## config.mk

```make
export PLATFORM = sky130hd
export DESIGN_NAME = pipelined_config_tree_adder
export DESIGN_NICKNAME = d
export VERILOG_FILES = /design/src/rtl/pipelined_config_tree_adder.sv
export SDC_FILE = /design/constraint.sdc
export NUM_CORES = 1
export LEC_CHECK = 0
export BUFFER_PORTS_ARGS = -buffer_cell sky130_fd_sc_hd__buf_2
export CAP_MARGIN = 20
export CORE_MARGIN = 2
export CORE_UTILIZATION = 55
export CTS_CLUSTER_DIAMETER = 80
export DETAILED_ROUTE_END_ITERATION = 6
export PLACE_DENSITY = 0.8
export RECOVER_POWER = 25
export SLEW_MARGIN = 30
export SYNTH_ARGS = -nofsm -noshare
export SYNTH_HDL_FRONTEND = slang
export SYNTH_SLANG_ARGS = --single-unit
```

## constraint.sdc

```tcl
create_clock -name clk_i -period 12.05 [get_ports clk_i]
set_input_delay 1.205 -clock clk_i [delete_from_list [all_inputs] [get_ports clk_i]]
set_output_delay 1.205 -clock clk_i [all_outputs]
set_load 0.05 [all_outputs]
```

## src/rtl/pipelined_config_tree_adder.sv

```systemverilog
// Registered adder tree summing INPUTS_AMOUNT signed operands (full width or two packed half lanes), accumulated per group; `TREE_ADDER_SATURATE_EN` saturates the accumulator.
// Latency: a last beat accepted at edge t raises out_valid_o at edge t+log2(INPUTS_AMOUNT)+1.
// Backpressure: in_ready_o drops while a result is held; the whole pipeline freezes with it.
module pipelined_config_tree_adder #(
    parameter int INPUTS_AMOUNT = 8,
    parameter int P             = 16,
    parameter int OUT_WIDTH     = 32
) (
    input  logic                        clk_i,
    input  logic                        rst_i,
    input  logic signed [P-1:0]         in_data_i [INPUTS_AMOUNT],
    input  logic                        in_halved_i,
    input  logic [15:0]                 in_acc_len_i,
    input  logic                        in_valid_i,
    output logic                        in_ready_o,
    output logic signed [OUT_WIDTH-1:0] out_data_o,
    output logic                        out_valid_o,
    input  logic                        out_ready_i
);
    localparam int N    = INPUTS_AMOUNT;
    localparam int L    = $clog2(N);
    localparam int HP   = P / 2;
    localparam int FW   = P + L + 1;
    localparam int HW   = HP + L + 1;
    localparam int ROOT = 2 * N - 2;

    if (N < 2 || (N & (N - 1)) != 0) begin : g_chk_n
        $fatal(1, "INPUTS_AMOUNT must be a power of 2 and at least 2");
    end
    if (P < 4 || (P % 2) != 0) begin : g_chk_p
        $fatal(1, "P must be even and at least 4");
    end
    if (OUT_WIDTH < P + L + 1) begin : g_chk_ow
        $fatal(1, "OUT_WIDTH too narrow for the tree sum");
    end

    // Tree nodes are stored flat: layer s occupies indices [2N - (2N >> s), +(N >> s)).
    function automatic int layer_base(input int s);
        return 2 * N - ((2 * N) >> s);
    endfunction

    logic signed [FW-1:0]        full_q [2*N-1];
    logic signed [HW-1:0]        hi_q   [2*N-1];
    logic signed [HW-1:0]        lo_q   [2*N-1];
    logic [L:0]                  vld_q;
    logic [L:0]                  halved_q;
    logic [L:0]                  last_q;
    logic [15:0]                 cnt_q;
    logic [15:0]                 cnt_d;
    logic [15:0]                 grp_len;
    logic                        beat_last;
    logic                        accept;
    logic                        stall;
    logic signed [FW-1:0]        beat_sum;
    logic signed [OUT_WIDTH-1:0] beat_ext;
    logic signed [OUT_WIDTH-1:0] acc_sum;
    logic signed [OUT_WIDTH-1:0] acc_q;
    logic signed [OUT_WIDTH-1:0] out_data_q;
    logic                        out_valid_q;
`ifdef TREE_ADDER_SATURATE_EN
    logic signed [OUT_WIDTH:0]   wide_sum;
`endif

    assign stall       = out_valid_q && !out_ready_i;
    assign in_ready_o  = !stall;
    assign accept      = in_valid_i && !stall;
    assign out_data_o  = out_data_q;
    assign out_valid_o = out_valid_q;

    // cnt_q holds the beats still owed to the open group; zero means the next beat opens one.
    always_comb begin
        grp_len   = (in_acc_len_i == 16'd0) ? 16'd1 : in_acc_len_i;
        beat_last = (cnt_q == 16'd0) ? (grp_len == 16'd1) : (cnt_q == 16'd1);
        cnt_d     = cnt_q;
        if (accept) begin
            cnt_d = (cnt_q == 16'd0) ? grp_len - 16'd1 : cnt_q - 16'd1;
        end
    end

    always_ff @(posedge clk_i) begin
        if (!stall) begin
            for (int i = 0; i < N; i++) begin
                full_q[i] <= FW'(in_data_i[i]);
                hi_q[i]   <= HW'($signed(in_data_i[i][P-1:HP]));
                lo_q[i]   <= HW'($signed(in_data_i[i][HP-1:0]));
            end
            for (int s = 1; s <= L; s++) begin
                for (int i = 0; i < (N >> s); i++) begin
                    full_q[layer_base(s)+i] <= full_q[layer_base(s-1)+2*i] + full_q[layer_base(s-1)+2*i+1];
                    hi_q[layer_base(s)+i]   <= hi_q[layer_base(s-1)+2*i] + hi_q[layer_base(s-1)+2*i+1];
                    lo_q[layer_base(s)+i]   <= lo_q[layer_base(s-1)+2*i] + lo_q[layer_base(s-1)+2*i+1];
                end
            end
        end
    end

    // Lanes are merged only at the root, where the per-beat mode is known.
    always_comb begin
        beat_sum = halved_q[L] ? (FW'(hi_q[ROOT]) + FW'(lo_q[ROOT])) : full_q[ROOT];
        beat_ext = OUT_WIDTH'(beat_sum);
`ifdef TREE_ADDER_SATURATE_EN
        wide_sum = (OUT_WIDTH+1)'(acc_q) + (OUT_WIDTH+1)'(beat_ext);
        if (wide_sum[OUT_WIDTH] != wide_sum[OUT_WIDTH-1]) begin
            acc_sum = wide_sum[OUT_WIDTH] ? {1'b1, {(OUT_WIDTH-1){1'b0}}} : {1'b0, {(OUT_WIDTH-1){1'b1}}};
        end else begin
            acc_sum = wide_sum[OUT_WIDTH-1:0];
        end
`else
        acc_sum = acc_q + beat_ext;
`endif
    end

    always_ff @(posedge clk_i) begin
        if (rst_i) begin
            vld_q       <= '0;
            halved_q    <= '0;
            last_q      <= '0;
            cnt_q       <= '0;
            acc_q       <= '0;
            out_data_q  <= '0;
            out_valid_q <= 1'b0;
        end else if (!stall) begin
            vld_q    <= {vld_q[L-1:0], accept};
            halved_q <= {halved_q[L-1:0], in_halved_i};
            last_q   <= {last_q[L-1:0], beat_last};
            cnt_q    <= cnt_d;
            if (vld_q[L]) begin
                acc_q <= last_q[L] ? '0 : acc_sum;
            end
            if (vld_q[L] && last_q[L]) begin
                out_data_q  <= acc_sum;
                out_valid_q <= 1'b1;
            end else begin
                out_valid_q <= 1'b0;
            end
        end
    end
endmodule

```

==> flow_summary_export.csv <==
group,metric,value,unit
outcome,status,"finished, violations left",
outcome,violations,"max-capacitance violations, max-slew violations",
detailed_routing,first_iter_violations,1337,
clock_network,post_cts_resized,0,
clock_network,cts_buffers,49,
worst_hold_path,min_path_cells,2,
timing,tns,0,ns
clock_network,insertion_delay,0.61,ns
worst_setup_path,required,12.51,ns
floorplanning,rows,79,
worst_setup_path,cp_cell_sequence,"buf_2 > nor2b_1 > clkinvlp_2 > nand2_1 > nor2_1 > a22oi_1 > nor2_1",
worst_setup_path,crit_path_frequent_cell,"nor2_1",
timing,fin_crit,7.03,ns
finish,fillers,3594,
synth,synth_area_leader_cell,"edfxtp_1",
worst_setup_path,critical_path_class,"primary input to flop",
finish,fin_area,0.0289,mm²
power_and_ir_drop,irDropWorstVdd,142,µV
finish,register_area,0.0133,mm²
floorplanning,die_y,220,µm
finish,areaGrowthSynthToFinish,12.3,%
detailed_routing,drc_errors,0,
power_and_ir_drop,power.leakage,12.2,nW
placement,gp_congestion,0.927,
timing,slew_headroom,-1.08,
synth,syn_inst,2323,
power_and_ir_drop,finalPower,0.00641,W
detailed_routing,vias_per_cell,5.71,
worst_hold_path,worstHoldEndpoint,"out_data_o[4]$_SDFFE_PP0P_",
placement,hpwlAfterDp,39900,µm
detailed_routing,wl,54100,µm
detailed_routing,antenna_left,0,
timing,max_freq,0.142,GHz
synth,yosys_most_used_dff,"edfxtp_1",
worst_setup_path,cp.arrival,7.49,ns
global_route,grt_start_max_net_pins,183,
floorplanning,ioPinCount,183,
synth,syn-num-nets,2702,
synth,ys_seq_elements,473,
clock_network,cts.sinks,473,
floorplanning,fp.dieArea,0.0485,mm²
clock_network,cts_tree,"built",
worst_setup_path,worst_r2r_endpoint,"acc_q[15]$_SDFFE_PP0P_",
timing,rsz0062_at_grt,"false",
synth,synth_top_cell_area_share,0.444,
synth,ys_seq_area_frac,0.516,
floorplanning,core-area,0.0464,mm²
worst_setup_path,critical_path_peak_fanout,72,
power_and_ir_drop,p_per_area,222,mW/mm²
placement,placed_area,0.0272,mm²
worst_setup_path,max_stage_delay,2.66,ns
synth,yosysWarnings,0,
finish,final_nets,2883,
timing,slew_viol_final,72,
worst_setup_path,r2r_cells,6,
clock_network,clock_path_buffers,3,
synth,avgSynthCellArea,11.1,µm²
synth,syn_area,0.0257,mm²
synth,synthXorXnorAreaFrac,0.0718,
timing,fin_crit_sh,0.584,
detailed_routing,first_pass_iters,6,
floorplanning,initial_core_util,0.555,
finish,drive_above_1_share,0.118,
floorplanning,die_x,220,µm
synth,synth_simple_gate_area_frac,0.107,
clock_network,post_cts_buffers,0,
synth,ys_types,77,
worst_setup_path,end_kind,"flop",
worst_setup_path,critical_path.slowest_cell,"clkinvlp_2",
finish,n_antenna_cell,0,
finish,multi_input_area,0.0118,mm²
detailed_routing,post_drt_wl_per_cell,17.2,µm
synth,synth_area_leaders,"edfxtp_1 (44%), ha_1 (10%), dfxtp_1 (7.2%), xnor2_1 (4.9%), a21oi_1 (3.5%)",
worst_setup_path,cp-start-kind,"primary input",
worst_hold_path,hold_class,"flop to flop",
clock_network,cts.reportedPaths.clkPinSlew,0.06,ns
synth,synthAdderAreaFrac,0.117,
timing,clock_skew,0.0250,ns
timing,worst_pin_slew,3.10,ns
global_route,first_global_vias,17600,
global_route,antenna_found_initial,0,
synth,synth_top_family_by_area,"compound AO/OA/AOI/OAI gates",
clock_network,clockRootBuffer,"clkbuf_16",
global_route,gr-total-overflow,0,
worst_hold_path,hold_path.startpoint,"out_data_o[4]$_SDFFE_PP0P_",
synth,synth_edf_count,380,
finish,layout_commonest_cell,"edfxtp_1",
clock_network,cts_hold_buf,0,
global_route,grt_pass1_wl,86300,µm
clock_network,cts.htree.levels,2,
synth,async_reset_ff_frac,0,
global_route,grt_util_all_layers,0.222,
finish,final_cell_mix,"edfxtp_1 (380), ha_1 (214), nor2_1 (182)",
worst_setup_path,r2r_start,"out_valid_o$_SDFFE_PP0N_",
job,cap_violations,1,
placement,port_buffers,182,
detailed_routing,vias,18000,
synth,synth.area.mux_share,0.00686,
timing,hold_viol,0,
synth,synth_compound_area_frac,0.154,
worst_setup_path,worst-r2r-setup-slack,5.37,ns
timing,whs,0.453,ns
timing,setup_violations,0,
==> routing by layer <==
layer	GRT usage	routed length, µm	part of all wire
met1	0.282	23700	0.44
met2	0.388	26100	0.48
met3	0.0283	2570	0.047
met4	0.0832	1780	0.033
met5	0	0	0
==> cell families after synthesis <==
| kind of cell | after synthesis |
|---|---|
| adder cells (fa/ha/maj) | 230 |
| AND/OR/NAND/NOR | 595 |
| buffers and inverters | 176 |
| flip-flops | 473 |
| AO/OA/AOI/OAI | 622 |
| multiplexers | 16 |
| XOR/XNOR | 211 |
==> sequential cells by signal, summed over array words and instances (netlist names) <==
name	count
last_q	4
vld_q	4
full_q	204
halved_q	4
out_data_o	32
lo_q	92
hi_q	84
cnt_q	16
out_valid_o	1
acc_q	32
==> worst max-delay path by stage <==
stage / start / end / slack, ns / depth (start not counted)
finish: out_ready_i / acc_q[15]$_SDFFE_PP0P_ / 5.02 / 7
global route: out_ready_i / acc_q[15]$_SDFFE_PP0P_ / 4.35 / 7
CTS: full_q[1][120]$_DFFE_PN_ / out_data_o[31]$_SDFFE_PP0P_ / 7.28 / 16
detailed placement: full_q[1][120]$_DFFE_PN_ / acc_q[31]$_SDFFE_PP0P_ / 7.28 / 16
global placement: full_q[1][120]$_DFFE_PN_ / acc_q[31]$_SDFFE_PP0P_ / 7.19 / 16
floorplan: out_ready_i / in_ready_o / 4.40 / 3
==> final cells by class <==
| type | instances | share of cell area |
|---|---|---|
| repair buffers | 189 | 0.0338 |
| flip-flops and latches | 473 | 0.459 |
| clock inverters | 27 | 0.0111 |
| multi-input cells | 1674 | 0.408 |
| inverters | 117 | 0.0152 |
| well taps | 607 | 0.0263 |
| clock buffers | 64 | 0.0465 |
==> cells in the mapped netlist, drive strengths merged, types with 4 or more instances <==
master and n:
edfxtp 380, ha 214, nor2 183, nand2 180, a21oi 179, xnor2 144
o21ai 142, inv 117, dfxtp 93, a21o 76, xor2 67, nor3 54
clkbuf 46, nand3 39, nand2b 35, o21a 35, o21bai 26, a31oi 22
nor2b 20, a211oi 17, a22o 17, and3 16, fa 16, nand4 16
a22oi 14, buf 13, mux2 13, o31ai 13, or3 13, a21boi 10
o211ai 9, and2 8, a211o 7, or2 7, a221oi 6, nor4 6
a2111oi 5, a41oi 5, a311oi 4, a31o 4, a32oi 4, o311ai 4
o31a 4, or4 4
==> worst max-delay path, delay by kind of cell <==
kind            cells  cell delay [ns]
compound gates      1             0.31
buf+inv             2             2.76
simple gates        4             3.20
==> metrics by stage <==
| stage | cells | setup WS (ns) | util |
|---|---|---|---|
| 6_report | 3151 | 5.02 | 0.623 |
| 3_3_place_gp | 3060 | 7.19 | 0.587 |
| 2_1_floorplan | 2323 | 4.40 | - |
| 5_1_grt | 3151 | 4.35 | 0.623 |
| 4_1_cts | 3151 | 7.28 | 0.623 |
| 3_5_place_dp | 3060 | 7.28 | 0.587 |
==> report_power, final <==
part           leakage [nW]  switching (W)  internal, W
clock                 0.819       0.000636     0.000902
sequential             4.81       0.000184      0.00224
combinational          6.56        0.00139      0.00105
total                  12.2        0.00221      0.00419
(Power assumes the default switching activity.)
